File: src/rtl/scalar_bit_scanner.sv
// Sequential MSB finder for a latched scalar: scans W bits per cycle from the top,
// then streams the scalar MSB-first from the highest set bit down to bit 0 over valid/ready.
module scalar_bit_scanner #(
    parameter  int N  = 255,
    parameter  int W  = 16,
    localparam int IW = $clog2(N)
) (
    input  logic          clk,
    input  logic          rst_n,
    input  logic          start,
    input  logic          abort,
    input  logic [N-1:0]  k,
    output logic          busy,
    output logic          msb_valid,
    output logic [IW-1:0] msb_idx,
    output logic          zero,
    output logic          bit_valid,
    output logic          bit_out,
    output logic [IW-1:0] bit_idx,
    input  logic          bit_ready,
    output logic          last,
    output logic          done
);
    localparam int C   = (N + W - 1) / W;
    localparam int CPW = (C > 1) ? $clog2(C) : 1;
    localparam int PSW = (W > 1) ? $clog2(W) : 1;
    localparam int PW  = C * W;

    typedef enum logic [1:0] {IDLE, SCAN, STREAM, DONE} state_e;

    state_e         state_q, state_d;
    logic [N-1:0]   k_q, k_d;
    logic [CPW-1:0] chunk_q, chunk_d;
    logic           msb_valid_q, msb_valid_d;
    logic [IW-1:0]  msb_idx_q, msb_idx_d;
    logic           zero_q, zero_d;
    logic [IW-1:0]  bit_idx_q, bit_idx_d;

    logic [PW-1:0]  kPad;
    logic [W-1:0]   chunkBits;
    logic [PSW-1:0] chunkPos;
    logic           chunkHit;
    logic [IW-1:0]  scanIdx;

    // The top chunk may be partial; padding with zeros lets every chunk be read the same way.
    always_comb begin
        kPad           = '0;
        kPad[N-1:0]    = k_q;
        chunkBits      = kPad[int'(chunk_q) * W +: W];
    end

    always_comb begin
        chunkPos = '0;
        for (int i = 0; i < W; i++) begin
            if (chunkBits[i]) chunkPos = PSW'(i);
        end
    end

    assign chunkHit = |chunkBits;
    assign scanIdx  = IW'(int'(chunk_q) * W + int'(chunkPos));

    always_ff @(posedge clk or negedge rst_n) begin
        if (!rst_n) state_q <= IDLE;
        else        state_q <= state_d;
    end

    always_comb begin
        state_d = state_q;
        case (state_q)
            IDLE:   if (start) state_d = SCAN;
            SCAN: begin
                if (abort)                 state_d = IDLE;
                else if (chunkHit)         state_d = STREAM;
                else if (chunk_q == '0)    state_d = DONE;
            end
            STREAM: begin
                if (abort)                                state_d = IDLE;
                else if (bit_ready && bit_idx_q == '0)    state_d = DONE;
            end
            DONE:   state_d = IDLE;
            default: state_d = IDLE;
        endcase
    end

    // Abort wins over a same-cycle handshake, so the index only moves when abort is low.
    always_comb begin
        k_d         = k_q;
        chunk_d     = chunk_q;
        msb_valid_d = msb_valid_q;
        msb_idx_d   = msb_idx_q;
        zero_d      = zero_q;
        bit_idx_d   = bit_idx_q;
        case (state_q)
            IDLE: begin
                if (start) begin
                    k_d         = k;
                    chunk_d     = CPW'(C - 1);
                    msb_valid_d = 1'b0;
                    zero_d      = 1'b0;
                end
            end
            SCAN: begin
                if (abort) begin
                    msb_valid_d = 1'b0;
                    zero_d      = 1'b0;
                end else if (chunkHit) begin
                    msb_idx_d   = scanIdx;
                    msb_valid_d = 1'b1;
                    bit_idx_d   = scanIdx;
                end else if (chunk_q != '0) begin
                    chunk_d     = chunk_q - CPW'(1);
                end else begin
                    zero_d      = 1'b1;
                end
            end
            STREAM: begin
                if (abort) begin
                    msb_valid_d = 1'b0;
                    zero_d      = 1'b0;
                end else if (bit_ready && bit_idx_q != '0) begin
                    bit_idx_d   = bit_idx_q - IW'(1);
                end
            end
            default: ;
        endcase
    end

    always_ff @(posedge clk or negedge rst_n) begin
        if (!rst_n) begin
            k_q         <= '0;
            chunk_q     <= '0;
            msb_valid_q <= 1'b0;
            msb_idx_q   <= '0;
            zero_q      <= 1'b0;
            bit_idx_q   <= '0;
        end else begin
            k_q         <= k_d;
            chunk_q     <= chunk_d;
            msb_valid_q <= msb_valid_d;
            msb_idx_q   <= msb_idx_d;
            zero_q      <= zero_d;
            bit_idx_q   <= bit_idx_d;
        end
    end

    always_comb begin
        busy      = (state_q == SCAN) || (state_q == STREAM);
        bit_valid = (state_q == STREAM);
        done      = (state_q == DONE);
        bit_out   = bit_valid && k_q[bit_idx_q];
        last      = bit_valid && (bit_idx_q == '0);
    end

    assign msb_valid = msb_valid_q;
    assign msb_idx   = msb_idx_q;
    assign zero      = zero_q;
    assign bit_idx   = bit_idx_q;

endmodule

File: config.mk
export PLATFORM = sky130hd
export DESIGN_NAME = scalar_bit_scanner
export DESIGN_NICKNAME = d
export VERILOG_FILES = /design/src/rtl/scalar_bit_scanner.sv
export SDC_FILE = /design/constraint.sdc
export NUM_CORES = 1
export LEC_CHECK = 0
export CAP_MARGIN = 20
export CORE_ASPECT_RATIO = 1.2
export CORE_MARGIN = 2
export CORE_UTILIZATION = 55
export DETAILED_ROUTE_END_ITERATION = 10
export GPL_ROUTABILITY_DRIVEN = 1
export PLACE_DENSITY = 0.88
export SETUP_SLACK_MARGIN = 0.3
export SLEW_MARGIN = 20
export SYNTH_ARGS = -nofsm -noshare
export SYNTH_HDL_FRONTEND = slang
export SYNTH_SLANG_ARGS = --single-unit
export TNS_END_PERCENT = 20
File: constraint.sdc
create_clock -name clk -period 9.17 [get_ports clk]
set_clock_uncertainty 0.1 [all_clocks]
set_input_delay 2.2925 -clock clk [delete_from_list [all_inputs] [get_ports clk]]
set_output_delay 2.2925 -clock clk [all_outputs]
set_load 0.01 [all_outputs]
==> metrics.yaml <==
power_and_ir_drop:
  p_switching_w: 0.002768
  internal-power_w: 0.004645
  leakagePower_nw: 7.562
  sw_frac_of_total: 0.3734
  ir_drop_uv: 209.9
  seqPwrFrac: 0.365
  combPwrFrac: 0.474
  clockPowerShare: 0.161
  p_per_area_nw_per_um2: 390.7
setup_path:
  r2r_setup_slack_ns: 4.11
  rr_worst_depth: 9
  end_kind: "primary output"
  crit_end: "bit_out"
  worstPathRequired_ns: 6.78
  crit_type: "flop to primary output"
  cp.arrival_ns: 4.64
  path_max_fanout: 35
  critical_path.startpoint: "bit_idx[1]$_DFFE_PN0P_"
  regToRegStartpoint: "chunk_q[0]$_DFFE_PN0P_"
  cp-start-kind: "flop"
  regToRegEndpoint: "bit_idx[4]$_DFFE_PN0P_"
placement:
  hpwlAfterDp_microns: 33140
  io_buffers: 282
  place.gp.congestion: 0.9379
clocking:
  clkSlewWorstSetupHoldPaths_ns: 0.07
  cts_tree: "yes"
  cts.htree.levels: 1
  hold_buffers: 0
  cts_buffer_depth: 3
  cts_sinks: 279
  clock_latency_ns: 0.55
  cts-resized-gates: 0
  cts-root-buf: "clkbuf_16"
  post_cts_buffers: 0
  cts_buffers: 28
global_route:
  antenna_found_initial: 1
  grt_pass1_vias: 10984
  grt_max_degree: 158
  track_usage: 0.3121
  grt_pass1_wl_microns: 66520
  grt_overflow: 0
detailed_routing:
  vias: 10493
  ant_nets: 0
  wirelength_microns: 44460
  vias_per_cell: 6.633
  drt_first_pass_iters: 6
  first_iter_violations: 1194
  routedWlPerCell_microns: 28.10
  drcViolationCount: 0
floorplanning:
  coreArea_sq_um: 26920
  die_w_microns: 154.6
  die_h_microns: 184.7
  fp-row-count: 66
  dieArea_sq_um: 28570
  ios: 283
  initial_core_util: 0.5562
cells_and_area:
  drive_above_1_share: 0.3839
  seq_area_sq_um: 6992
  final_common_cell: "clkdlybuf4s50_1"
  fill_cells: 1744
  syn2layout_area_growth_pct: 26.74
  final_cell_mix: "clkdlybuf4s50_1, dfrtp_1, mux2_2, mux4_2, clkbuf_16"
  nets: 1487
  multiInputGateArea_sq_um: 7639
status:
  status: "completed"
timing:
  hold_violations: 0
  relSlewSlack: 0.2748
  rsz0062_at_grt: "false"
  period_share: 0.7673
  final.setup.tns_ns: 0
  holdWs_ns: 0.3912
  setup_violations: 0
  fin_crit_ns: 7.036
  fmax_mhz: 142.1
  worst_slew_pin_slew_ns: 1.088
  slew_violations: 0
logic_synthesis:
  async_reset_ff_frac: 1.000
  synth_fp_nets: 1238
  ys_ff_latch: 279
  syn_inst: 971
  syn_area_per_cell_sq_um: 15.42
  synth_seq_area_share: 0.4663
  synth_top_area_frac: 0.4663
  yosysTopAreaCell: "dfrtp_1"
  synth-edff-count: 0
  synth_area_sq_um: 14970
  yosys_warnings: 0
  synth_ff_type: "dfrtp_1"
  synth.area.top_cells: "dfrtp_1, mux4_2, mux2_2"
  synth_cell_types: 59
run:
  max-cap-violations: 0
min_path:
  min_path_type: "flop to flop"
-- how the worst min path moves through the flow --
stage	end	slack, ns	cells past startpoint	startpoint
finish	msb_idx[6]$_DFFE_PN0P_	0.39	1	msb_idx[6]$_DFFE_PN0P_
global route	msb_idx[6]$_DFFE_PN0P_	0.41	1	msb_idx[6]$_DFFE_PN0P_
CTS	msb_idx[7]$_DFFE_PN0P_	0.39	1	msb_idx[7]$_DFFE_PN0P_
detailed placement	msb_idx[0]$_DFFE_PN0P_	0.37	1	msb_idx[0]$_DFFE_PN0P_
global placement	msb_idx[2]$_DFFE_PN0P_	0.37	1	msb_idx[2]$_DFFE_PN0P_
floorplan	k_q[102]$_DFFE_PN0P_	0.39	1	k_q[102]$_DFFE_PN0P_
-- power by group through the flow --
stage	registers [W]	logic, W	clock network (W)
2_1_floorplan	0.00218	0.00276	0
3_3_place_gp	0.00266	0.00335	0
3_5_place_dp	0.00269	0.00344	0
4_1_cts	0.00267	0.00346	0.00120
5_1_grt	0.00276	0.00369	0.00125
6_report	0.00271	0.00352	0.00119
-- registers in the layout, summed over array words and instances (netlist names) --
register   flops
bit_idx        8
chunk_q        4
k_q          255
msb_idx        8
msb_valid      1
state_q        2
zero           1
-- cell type report --
cell class / count / area share
Tap cell: 340 / 0.02242
Clock buffer: 38 / 0.04319
Clock inverter: 12 / 0.007384
Antenna cell: 2 / 0.0002637
Timing Repair Buffer: 291 / 0.1532
Sequential cell: 279 / 0.3684
Multi-Input combinational cell: 607 / 0.4025
Inverter: 13 / 0.002571
-- stage by stage --
stage	area [sq um]	instances	power (W)	util	setup slack [ns]
6_report	18980	1582	0.007413	0.7049	2.134
5_1_grt	18970	1580	0.007700	0.7047	1.945
4_1_cts	18970	1580	0.007341	0.7047	2.152
3_5_place_dp	18010	1530	0.006121	0.6691	2.734
3_3_place_gp	18010	1530	0.006009	0.6691	2.789
2_1_floorplan	14970	971	0.004944	-	3.622
-- synthesized netlist by cell type (all sizes together), types with 4 or more instances --
library cell	number
a2bb2oi	4
o21ai	8
a21oi	12
mux4	142
clkbuf	52
ha	7
and2	6
nor2b	8
buf	20
nor2	20
a22oi	7
inv	12
mux2	265
mux2i	19
nor3	5
a21o	5
a221oi	15
a22o	11
nand2b	7
dfrtp	279
nand2	23
-- logic make-up after synthesis --
kind of cell	share of synthesized area
and+or+nand+nor	0.03192
buffers and inverters	0.02407
DFF	0.4663
adders and majority gates	0.005849
AOI/OAI and AO/OA	0.04629
muxes	0.4256
-- metal layers --
layer  global-route usage  part of all wire  vias to the layer above
met5                    0                 0                        -
met4               0.1437             0.049                        0
met3              0.06019             0.093                      132
met2               0.5136              0.50                      651
met1               0.4060              0.36                     5373
li1                     -                 -                     4337
-- critical path, cell delays in order, from the launching register on --
cell and delay [ns]:
dfrtp_2 0.90, buf_4 0.56, mux4_2 0.62, mux4_2 0.47
nor2b_1 0.14, a2111oi_0 0.46, a311oi_1 0.12, a21oi_1 0.25
nor2b_1 0.08, clkdlybuf4s50_1 0.47
Power figures use the tool's default switching activity.
